## src/rtl/alu_op_sequencer_pkg.sv

```systemverilog
// Shared definitions for the ALU op sequencer: ALU select codes and FSM states.
package alu_op_sequencer_pkg;

    // ALU select codes; the slot index in res_data equals the select code
    localparam logic [1:0] OP_PRIME = 2'd0;
    localparam logic [1:0] OP_NAND  = 2'd1;
    localparam logic [1:0] OP_SUM   = 2'd2;
    localparam logic [1:0] OP_MULT  = 2'd3;

    localparam int unsigned NUM_OPS = 4;

    typedef enum logic [1:0] {
        ST_IDLE = 2'd0,
        ST_RUN  = 2'd1,
        ST_DONE = 2'd2
    } state_e;

endpackage : alu_op_sequencer_pkg

```

## src/rtl/alu_op_sequencer_op_mask_scan.sv

```systemverilog
// op_mask_scan: combinational search of a 4-bit op mask.
//   mask_i  [3:0] ops still wanted
//   cur_i   [1:0] op currently running (ignored when first_i=1)
//   first_i       1 => return lowest set bit, 0 => next set bit strictly above cur_i
//   next_o  [1:0] index of the bit found (0 when none)
//   found_o       a qualifying bit exists
module op_mask_scan
    import alu_op_sequencer_pkg::*;
(
    input  logic [3:0] mask_i,
    input  logic [1:0] cur_i,
    input  logic       first_i,
    output logic [1:0] next_o,
    output logic       found_o
);

    always_comb begin
        next_o  = '0;
        found_o = 1'b0;
        for (int unsigned i = 0; i < NUM_OPS; i++) begin
            if (!found_o && mask_i[i] && (first_i || (i[1:0] > cur_i))) begin
                next_o  = i[1:0];
                found_o = 1'b1;
            end
        end
    end

endmodule : op_mask_scan

```

## src/rtl/alu_op_sequencer.sv

```systemverilog
// alu_op_sequencer: accepts {A, B, op mask} over req_valid/req_ready, steps the ALU
// select through every requested op (one per cycle, ascending), captures each ALU
// result into its slot and returns the packed word over res_valid/res_ready.
//   clk, rst_n                 clock, async active-low reset
//   req_valid/req_ready        command handshake; req_a, req_b, req_mask command fields
//   alu_a, alu_b, alu_s        drive the ALU mux; alu_o is its combinational result
//   res_valid/res_ready        result handshake; res_data (slot i = op i), res_mask
module alu_op_sequencer
    import alu_op_sequencer_pkg::*;
#(
    parameter int OPW = 2,
    parameter int RW  = 2 * OPW
) (
    input  logic              clk,
    input  logic              rst_n,
    input  logic              req_valid,
    output logic              req_ready,
    input  logic [OPW-1:0]    req_a,
    input  logic [OPW-1:0]    req_b,
    input  logic [3:0]        req_mask,
    output logic [OPW-1:0]    alu_a,
    output logic [OPW-1:0]    alu_b,
    output logic [1:0]        alu_s,
    input  logic [RW-1:0]     alu_o,
    output logic              res_valid,
    input  logic              res_ready,
    output logic [4*RW-1:0]   res_data,
    output logic [3:0]        res_mask
);

    state_e            state_q, state_d;
    logic [OPW-1:0]    a_q, a_d;
    logic [OPW-1:0]    b_q, b_d;
    logic [3:0]        mask_q, mask_d;
    logic [1:0]        cur_q, cur_d;
    logic [4*RW-1:0]   res_q, res_d;

    logic [3:0]        scan_mask;
    logic              scan_first;
    logic [1:0]        scan_next;
    logic              scan_found;

    // One scanner serves both cases: in IDLE it looks at the incoming mask for the
    // first op, in RUN it looks at the latched mask for the op after cur.
    op_mask_scan u_scan (
        .mask_i  (scan_mask),
        .cur_i   (cur_q),
        .first_i (scan_first),
        .next_o  (scan_next),
        .found_o (scan_found)
    );

    always_comb begin
        state_d    = state_q;
        a_d        = a_q;
        b_d        = b_q;
        mask_d     = mask_q;
        cur_d      = cur_q;
        res_d      = res_q;
        req_ready  = 1'b0;
        res_valid  = 1'b0;
        alu_s      = OP_PRIME;
        scan_mask  = mask_q;
        scan_first = 1'b0;

        case (state_q)
            ST_IDLE: begin
                req_ready  = 1'b1;
                scan_mask  = req_mask;
                scan_first = 1'b1;
                if (req_valid) begin
                    a_d    = req_a;
                    b_d    = req_b;
                    mask_d = req_mask;
                    res_d  = '0;
                    if (scan_found) begin
                        state_d = ST_RUN;
                        cur_d   = scan_next;
                    end else begin
                        state_d = ST_DONE;
                    end
                end
            end
            ST_RUN: begin
                alu_s = cur_q;
                for (int unsigned i = 0; i < NUM_OPS; i++) begin
                    if (cur_q == i[1:0]) begin
                        res_d[i*RW +: RW] = alu_o;
                    end
                end
                if (scan_found) begin
                    cur_d = scan_next;
                end else begin
                    state_d = ST_DONE;
                end
            end
            ST_DONE: begin
                res_valid = 1'b1;
                if (res_ready) begin
                    state_d = ST_IDLE;
                end
            end
            default: begin
                state_d = ST_IDLE;
            end
        endcase
    end

    always_ff @(posedge clk or negedge rst_n) begin
        if (!rst_n) begin
            state_q <= ST_IDLE;
            a_q     <= '0;
            b_q     <= '0;
            mask_q  <= '0;
            cur_q   <= '0;
            res_q   <= '0;
        end else begin
            state_q <= state_d;
            a_q     <= a_d;
            b_q     <= b_d;
            mask_q  <= mask_d;
            cur_q   <= cur_d;
            res_q   <= res_d;
        end
    end

    assign alu_a    = a_q;
    assign alu_b    = b_q;
    assign res_data = res_q;
    assign res_mask = mask_q;

endmodule : alu_op_sequencer

```

## config.mk

```make
export PLATFORM = sky130hd
export DESIGN_NAME = alu_op_sequencer
export DESIGN_NICKNAME = d
export VERILOG_FILES = /design/src/rtl/alu_op_sequencer_pkg.sv /design/src/rtl/alu_op_sequencer_op_mask_scan.sv /design/src/rtl/alu_op_sequencer.sv
export SDC_FILE = /design/constraint.sdc
export NUM_CORES = 1
export LEC_CHECK = 0
export CORE_MARGIN = 2
export CORE_UTILIZATION = 40
export DETAILED_ROUTE_END_ITERATION = 8
export GPL_TIMING_DRIVEN = 0
export PLACE_DENSITY = 0.75
export SYNTH_ARGS = -nofsm -noshare
export SYNTH_HDL_FRONTEND = slang
export SYNTH_SLANG_ARGS = --single-unit
```

## constraint.sdc

```tcl
create_clock -name clk -period 1.3 [get_ports clk]
set_input_delay 0.26 -clock clk [delete_from_list [all_inputs] [get_ports clk]]
set_output_delay 0.26 -clock clk [all_outputs]
set_load 0.02 [all_outputs]
```

==> results.sh, run 1 <==
export IMPL_drtAntennaViolNets=0
export IMPL_ys_warn_count=0
export IMPL_clock_root_buffer="clkbuf_4"
export IMPL_mostFrequentLayoutCell="dfrtp_1"
export IMPL_min_period_ns=1.57
export IMPL_grt_max_degree=29
export IMPL_layout_setup_ws_ns=-0.274
export IMPL_setup_viol=29
export IMPL_min_path_cells=3
export IMPL_max_freq_mhz=635
export IMPL_coreArea_um2=3080
export IMPL_post_drt_wl_per_cell_um=15.5
export IMPL_final_util_pct=68.5
export IMPL_dr_wl_met3_um=164
export IMPL_final_cells=219
export IMPL_p_clk_share_pct=10.1
export IMPL_intPower_uw=3410
export IMPL_status="finished with violations"
export IMPL_violations="setup timing"
export IMPL_cts_clk_slew_worst_paths_ns=0.15
export IMPL_vias=1065
export IMPL_path_cells="and2b_4, and2_4, buf_4, a21oi_4, mux2_4"
export IMPL_clkLatencyLatePin_ns=0.33
export IMPL_p_leak_uw=0.00104
export IMPL_place_congestion=0.915
export IMPL_syn_to_final_growth_pct=62.8
export IMPL_numCtsBuffers=3
export IMPL_fillers=245
export IMPL_worstReg2RegStart="state_q[0]"
export IMPL_start_util_pct=42.1
export IMPL_first_pass_iters=7
export IMPL_placed_cells=189
export IMPL_rr_endpoint="res_data[5]"
export IMPL_power_switching_uw=2180
export IMPL_synth_fp_nets=118
export IMPL_rows=20
export IMPL_avgSynthCellArea_um2=12.7
export IMPL_period_share_pct=121
export IMPL_ys_types=28
export IMPL_dp_hpwl_um=2100
export IMPL_drive_above_1_share_pct=58.9
export IMPL_synthCells=102
export IMPL_die_h_um=60.9
export IMPL_final_cell_area_um2=2110
export IMPL_grt_pass1_wl_um=5120
export IMPL_wl_met1_um=1460
export IMPL_crit_arrival_ns=1.80
export IMPL_die_area_um2=3710
export IMPL_antenna_found_initial=0
export IMPL_top_layer="met4"
export IMPL_die_w_um=60.9
export IMPL_critical_path_startpoint="state_q[0]"
export IMPL_place_area_um2=1870
export IMPL_powerDensity_nw_per_um2=2650
export IMPL_peakVddDrop_v=0.00129
export IMPL_reg2regPathDepth=5
export IMPL_clock_sinks=28
export IMPL_synth_seq_cells=28
export IMPL_mostFrequentLayoutCells="dfrtp_1 (27), mux2_4 (21), buf_4 (20), clkbuf_2 (15), clkdlybuf4s50_1 (12)"
export IMPL_cts_htree_levels=1
export IMPL_grt_overflow=0
export IMPL_power_share_sequential_pct=28.3
export IMPL_rrSetupSlack_ns=-0.27
export IMPL_fin_skew_ns=0.0109
export IMPL_viasPerCell=4.86
export IMPL_crit_path_end_kind="flip-flop"
export IMPL_io_buffers=43
export IMPL_crit_required_ns=1.52
export IMPL_cp_slowest_stage_delay_ns=0.45
export IMPL_io_pins=44
export IMPL_synth_area_um2=1290
export IMPL_swShare_pct=39.0
export IMPL_drcViolationCount=0
export IMPL_hold_path_class="primary input to flip-flop"
export IMPL_crit_type="flip-flop to flip-flop"
export IMPL_slew_viol_final=0
export IMPL_start_kind="flip-flop"
export IMPL_tightestPinTransition_ns=0.633
export IMPL_cp_slowest_cell="dfrtp_1"
export IMPL_cap_violations=0
export IMPL_drt_wl_total_um=3390
export IMPL_cts_tree="done"
export IMPL_hold_viol=0
export IMPL_rsz0062_at_grt="true"
export IMPL_critPathCapture="res_data[5]"
export IMPL_relSlewSlack_pct=57.8
export IMPL_wl_met2_um=1750
export IMPL_p_comb_share_pct=61.6
export IMPL_grt_pass1_vias=1041
export IMPL_drt_iter0_markers=18
export IMPL_synth_seq_area_share_pct=54.1
export IMPL_nets=192
export IMPL_grt_util_all_layers_pct=19.2
export IMPL_critPathMaxFanout=5
export IMPL_max_clock_path_buffers=2
export IMPL_diodes=0
export IMPL_fin_hold_ws_ns=0.390
## flip-flops by register name, indices dropped and copies added, names as in the netlist
name      count
cur_q         2
res_data     16
alu_a         2
alu_b         2
state_q       2
res_mask      4
## synth_stat cells
cell type,n,area (µm²)
o211ai_1,3,22.5
nor2b_1,3,18.8
a21oi_2,1,8.76
nand2_1,3,11.3
nor2_1,5,18.8
o31a_1,1,8.76
o21a_1,1,7.51
o21ai_0,5,25.0
o21ba_2,1,10.0
and2b_4,1,10.0
clkbuf_1,1,3.75
and2_1,5,31.3
inv_1,2,7.51
o22a_1,1,8.76
or4_1,2,15.0
o21ai_1,1,5.00
buf_6,1,11.3
a21o_4,1,15.0
and2_4,2,17.5
inv_2,1,3.75
buf_2,1,5.00
mux2_1,19,214
nor3b_1,2,15.0
a21oi_1,4,20.0
mux2_4,4,60.1
a31oi_1,2,12.5
dfrtp_1,28,701
and2b_1,1,7.51
## critical path: cells and delay by family, from the launching register on
kind	cells	cell delay [ns]
multiplexers	1	0.32
AO/OA/AOI/OAI	1	0.20
flip-flops	1	0.45
buffers and inverters	1	0.13
AND/OR/NAND/NOR	2	0.36
## cell families (layout without fill, tap and decap cells)
family                 Yosys count  count (layout)  share of synthesized area, %
buffers and inverters            6              79                          2.41
muxes                           23              23                          21.2
DFF                             28              28                          54.1
AOI/OAI and AO/OA               21              21                          11.1
and+or+nand+nor                 24              24                          11.2
## per-layer routing
layer	up-vias	GRT usage [%]
met2	44	33.2
li1	508	-
met5	-	0
met1	511	25.7
met4	0	3.73
met3	2	2.99
## what timing repair did
item / 4_1_cts / 5_1_grt
gates cloned: 0 / 0
pin swaps: 4 / 8
endpoints found under the hold margin: 0 / 28
setup endpoints to repair: 81 / 54
setup buffers: 16 / 9
hold buffers: 0 / 1
resized for setup: 98 / 30
## through the flow
step           power (µW)  setup WS, ns  setup TNS (ns)
6_report             5590        -0.274           -5.64
3_5_place_dp         4540        -0.545          -23.45
3_3_place_gp         4470        -0.521          -22.13
2_1_floorplan        3390        -0.135           -1.62
5_1_grt              5900        -0.339           -7.34
4_1_cts              5450        -0.270           -5.04
## how the worst min path moves through the flow
stage,startpoint,to,slack (ns)
floorplan,rst_n,alu_a[0],-0.04
global placement,res_data[10],res_data[10],0.47
detailed placement,alu_a[0],alu_a[0],0.48
CTS,rst_n,res_data[8],0.32
global route,req_mask[1],res_mask[1],0.38
finish,req_mask[1],res_mask[1],0.39
## power groups by stage
stage	combinational (µW)	sequential, µW	clock [µW]
after floorplan	1340	2040	0
after global placement	2850	1620	0
after detailed placement	2900	1640	0
after CTS	3290	1580	579
after global routing	3660	1620	625
final	3440	1580	565
## layout make-up
cell class                      instances  area, µm²  share of cell area, %
Timing Repair Buffer                   69        542                   25.7
Sequential cell                        28        702                   33.3
Tap cell                               44       55.1                   2.61
Multi-Input combinational cell         68        712                   33.8
Clock buffer                            3       22.5                   1.07
Inverter                                3       11.3                  0.534
Buffer                                  3       33.8                   1.60
Clock inverter                          1       30.0                   1.42
(Power assumes the default switching activity.)
==> run 2, diff against run 1 <==
SKIP_LAST_GASP = 1   (was unset)
==> results.sh, run 2 (synthesis gave the netlist of run 1 again) <==
export IMPL_rrSetupSlack_ns=-0.28
export IMPL_place_congestion=0.915
export IMPL_tightestPinTransition_ns=0.627
export IMPL_worstHoldEndpoint="res_mask[1]"
export IMPL_largest_reg_flops=16
export IMPL_p_leak_uw=0.00104
export IMPL_io_pins=44
export IMPL_peakVddDrop_v=0.00130
export IMPL_tns_ns=-5.45
export IMPL_io_buffers=43
export IMPL_cap_violations=0
export IMPL_nets=192
export IMPL_antenna_found_initial=0
export IMPL_cp_slowest_cell="dfrtp_1"
export IMPL_drt_wl_total_um=3360
export IMPL_cts_tree="done"
export IMPL_die_area_um2=3710
export IMPL_critPathMaxFanout=4
export IMPL_crit_path_end_kind="primary output"
export IMPL_worstReg2RegStart="state_q[0]"
export IMPL_rows=20
export IMPL_clock_root_buffer="clkbuf_4"
export IMPL_hold_viol=0
export IMPL_layout_setup_ws_ns=-0.275
export IMPL_max_freq_mhz=635
export IMPL_period_share_pct=121
export IMPL_vias=1076
export IMPL_cts_htree_levels=1
export IMPL_path_cells="and2b_4, and2_4, buf_6"
export IMPL_min_path_cells=3
export IMPL_coreArea_um2=3080
export IMPL_grt_max_degree=29
export IMPL_clock_sinks=28
export IMPL_syn_to_final_growth_pct=62.8
export IMPL_viasPerCell=4.91
export IMPL_first_pass_iters=4
export IMPL_mostFrequentLayoutCells="dfrtp_1 (27), mux2_4 (21), buf_4 (20), clkbuf_2 (15), clkdlybuf4s50_1 (12)"
export IMPL_grt_overflow=0
export IMPL_rsz0062_at_grt="true"
export IMPL_rr_endpoint="res_data[4]"
export IMPL_start_util_pct=42.1
export IMPL_dp_hpwl_um=2100
export IMPL_die_h_um=60.9
export IMPL_diodes=0
export IMPL_drive_above_1_share_pct=58.9
export IMPL_slew_viol_final=0
export IMPL_clkLatencyLatePin_ns=0.33
export IMPL_status="finished with violations"
export IMPL_numCtsBuffers=3
export IMPL_crit_type="flip-flop to primary output"
export IMPL_drt_iter0_markers=13
export IMPL_crit_required_ns=1.04
export IMPL_cp_slowest_stage_delay_ns=0.44
export IMPL_final_util_pct=68.5
export IMPL_violations="setup timing"
export IMPL_post_drt_wl_per_cell_um=15.3
export IMPL_drcViolationCount=0
export IMPL_start_kind="flip-flop"
export IMPL_place_area_um2=1870
export IMPL_mostFrequentLayoutCell="dfrtp_1"
export IMPL_drtAntennaViolNets=0
export IMPL_relSlewSlack_pct=58.2
export IMPL_fin_skew_ns=0.00895
export IMPL_setup_viol=29
export IMPL_hp_start="req_mask[1]"
export IMPL_final_cell_area_um2=2110
export IMPL_min_period_ns=1.58
export IMPL_die_w_um=60.9
export IMPL_powerDensity_nw_per_um2=2650
export IMPL_max_clock_path_buffers=2
export IMPL_reg2regPathDepth=5
export IMPL_cts_clk_slew_worst_paths_ns=0.15
export IMPL_grt_pass1_wl_um=5020
export IMPL_grt_util_all_layers_pct=18.8
export IMPL_grt_pass1_vias=1028
export IMPL_crit_arrival_ns=1.32
export IMPL_hold_path_class="primary input to flip-flop"
run 2: cell counts in the layout (fill, tap and decap cells not counted):
Identical to the previous run, type by type.
run 2: worst max path at each step:
stage               start           end  cells past startpoint
3_5_place_dp   state_q[1]     res_valid                      3
5_1_grt        state_q[1]      alu_s[0]                      3
6_report       state_q[1]      alu_s[0]                      3
4_1_cts        state_q[1]      alu_s[0]                      3
2_1_floorplan  state_q[1]  res_data[12]                      5
3_3_place_gp   state_q[1]     res_valid                      3
run 2: where the power goes:
group,leakage (µW),switching (µW),internal [µW]
clock,0.0000279,259,312
combinational,0.000656,1640,1800
sequential,0.000360,284,1290
total,0.00104,2180,3410
run 2: per-stage QoR:
step	power, µW	hold slack (ns)	cells	setup slack, ns
floorplan	3390	-0.0356	102	-0.135
finish	5590	0.378	219	-0.275
CTS	5430	0.322	209	-0.270
global route	5900	0.383	219	-0.339
global placement	4470	0.470	189	-0.521
detailed placement	4540	0.480	189	-0.545
run 2: metal layers:
metal / share of wire, % / global-route usage [%]
met3: 5.0 / 2.99
met2: 52 / 32.3
met1: 42 / 25.3
met4: 0.24 / 3.73
met5: 0 / 0
run 2: timing repair:
action                                 4_1_cts  5_1_grt
gates resized for setup                     97       31
pin swaps                                    4        6
hold buffers                                 0        1
setup buffers                               16        9
endpoints found under the hold margin        0       28
setup endpoints to repair                   81       54
run 2: area by class of cell:
type | count | area (µm²)
flip-flops and latches | 28 | 702
plain buffers | 3 | 33.8
clock inverters | 1 | 30.0
repair buffers | 69 | 542
multi-input cells | 68 | 712
inverters | 3 | 11.3
fillers | 245 | 970
well taps | 44 | 55.1
clock buffers | 3 | 22.5
run 2: worst max-delay path: cells and delay by family (launching register included):
kind                   cells  cell delay, ns
flip-flops                 1            0.44
buffers and inverters      1            0.11
AND/OR/NAND/NOR            2            0.43
==> run 3, diff against run 2 <==
--- a/constraint.sdc
+++ b/constraint.sdc
@@ -3,2 +3,2 @@
 set_output_delay 0.26 -clock clk [all_outputs]
-set_load 0.02 [all_outputs]
+set_load 0.01 [all_outputs]
==> results.sh, run 3 (synthesis gave the netlist of run 1 again) <==
export IMPL_final_cell_area_um2=2180
export IMPL_coreArea_um2=3080
export IMPL_grt_pass1_wl_um=5120
export IMPL_rrSetupSlack_ns=-0.25
export IMPL_peakVddDrop_v=0.00104
export IMPL_crit_arrival_ns=1.34
export IMPL_viasPerCell=4.94
export IMPL_start_util_pct=42.1
export IMPL_hold_viol=0
export IMPL_reg2regPathDepth=5
export IMPL_largest_reg_flops=16
export IMPL_rows=20
export IMPL_io_pins=44
export IMPL_rsz0062_at_grt="true"
export IMPL_drcViolationCount=0
export IMPL_clkLatencyLatePin_ns=0.33
export IMPL_cts_htree_levels=1
export IMPL_dp_hpwl_um=2090
export IMPL_crit_type="flip-flop to primary output"
export IMPL_grt_pass1_vias=1081
export IMPL_start_kind="flip-flop"
export IMPL_nets=196
export IMPL_die_h_um=60.9
export IMPL_drt_wl_total_um=3450
export IMPL_grt_max_degree=29
export IMPL_drt_iter0_markers=48
export IMPL_violations="setup timing"
export IMPL_p_leak_uw=0.00106
export IMPL_place_congestion=0.848
export IMPL_crit_path_end_kind="primary output"
export IMPL_min_period_ns=1.60
export IMPL_fin_skew_ns=0.00381
export IMPL_max_freq_mhz=625
export IMPL_vias=1102
export IMPL_dr_wl_met3_um=183
export IMPL_top_layer="met4"
export IMPL_tightestPinTransition_ns=1.28
export IMPL_first_pass_iters=5
export IMPL_grt_overflow=0
export IMPL_critical_path_startpoint="state_q[0]"
export IMPL_crit_top_cell="buf_6"
export IMPL_setup_viol=29
export IMPL_mostFrequentLayoutCell="dfrtp_1"
export IMPL_grt_util_all_layers_pct=18.8
export IMPL_critPathCapture="alu_s[0]"
export IMPL_status="finished with violations"
export IMPL_diodes=0
export IMPL_powerDensity_nw_per_um2=2430
export IMPL_clock_sinks=28
export IMPL_rr_endpoint="res_mask[0]"
export IMPL_cp_slowest_stage_delay_ns=0.42
export IMPL_layout_setup_ws_ns=-0.301
export IMPL_final_cells=223
export IMPL_cap_violations=0
export IMPL_critPathMaxFanout=4
export IMPL_antenna_found_initial=0
export IMPL_drtAntennaViolNets=0
export IMPL_die_w_um=60.9
export IMPL_worstReg2RegStart="state_q[1]"
export IMPL_place_area_um2=1820
export IMPL_post_drt_wl_per_cell_um=15.5
export IMPL_wl_met1_um=1440
export IMPL_wl_met2_um=1790
export IMPL_drive_above_1_share_pct=46.4
export IMPL_mostFrequentLayoutCells="dfrtp_1 (27), buf_4 (26), clkdlybuf4s15_1 (20), mux2_4 (17), clkdlybuf4s50_1 (12)"
export IMPL_period_share_pct=123
export IMPL_relSlewSlack_pct=14.6
export IMPL_io_buffers=43
export IMPL_crit_required_ns=1.04
export IMPL_cp_slowest_cell="dfrtp_1"
export IMPL_final_util_pct=71.0
export IMPL_placed_cells=189
export IMPL_hold_path_class="primary input to flip-flop"
export IMPL_die_area_um2=3710
export IMPL_syn_to_final_growth_pct=68.7
export IMPL_cts_tree="done"
export IMPL_slew_viol_final=0
export IMPL_cts_clk_slew_worst_paths_ns=0.15
export IMPL_numCtsBuffers=3
export IMPL_clock_root_buffer="clkbuf_4"
export IMPL_path_cells="buf_6, and2b_4, and2_4, buf_6"
export IMPL_max_clock_path_buffers=2
==> run 3: critical path, delay by kind of cell (launching register included) <==
kind                   cells  cell delay [ns]
DFF                        1             0.42
and+or+nand+nor            2             0.35
buffers and inverters      2             0.25
==> run 3: layout make-up <==
type | count | area, µm²
multi-input combinational | 68 | 662
buffer | 3 | 33.8
tap | 44 | 55.1
inverter | 3 | 11.3
timing repair buffer | 73 | 668
fill | 234 | 893
sequential | 28 | 702
clock inverter | 1 | 30.0
clock buffer | 3 | 22.5
==> run 3: what timing repair did <==
| item | CTS | global route |
|---|---|---|
| endpoints found under the setup margin | 81 | 56 |
| buffers inserted | 17 | 12 |
| endpoints found under the hold margin | 0 | 0 |
| hold buffers | 0 | 0 |
| pin swaps | 4 | 5 |
| gates cloned | 1 | 0 |
| gates resized for setup | 54 | 44 |
==> run 3: how the worst min path moves through the flow <==
stage	start	endpoint	slack, ns	cells past startpoint
2_1_floorplan	rst_n	alu_a[0]	-0.04	0
3_3_place_gp	res_data[10]	res_data[10]	0.47	1
3_5_place_dp	res_mask[0]	res_mask[0]	0.48	1
4_1_cts	rst_n	res_data[12]	0.33	1
5_1_grt	req_mask[1]	res_mask[1]	0.23	3
6_report	req_mask[1]	res_mask[1]	0.23	3
==> run 3: power breakdown <==
group	switching, µW	internal [µW]
clock	262	312
combinational	1260	1900
sequential	279	1290
==> run 3: per-layer routing <==
layer / global-route usage (%) / vias to the layer above
li1: - / 513
met1: 22.6 / 544
met2: 33.9 / 39
met3: 4.26 / 6
met4: 4.66 / 0
met5: 0 / -
==> run 3: per-stage QoR <==
stage                     hold WS [ns]  setup TNS [ns]  setup WS [ns]  power (µW)
after floorplan                -0.0356          -0.894        -0.0951        2900
after global placement           0.470          -22.59         -0.478        3970
after detailed placement         0.476          -24.06         -0.522        4040
after CTS                        0.328           -5.80         -0.294        4850
after global routing             0.226           -7.39         -0.350        5640
final                            0.226           -5.90         -0.301        5310
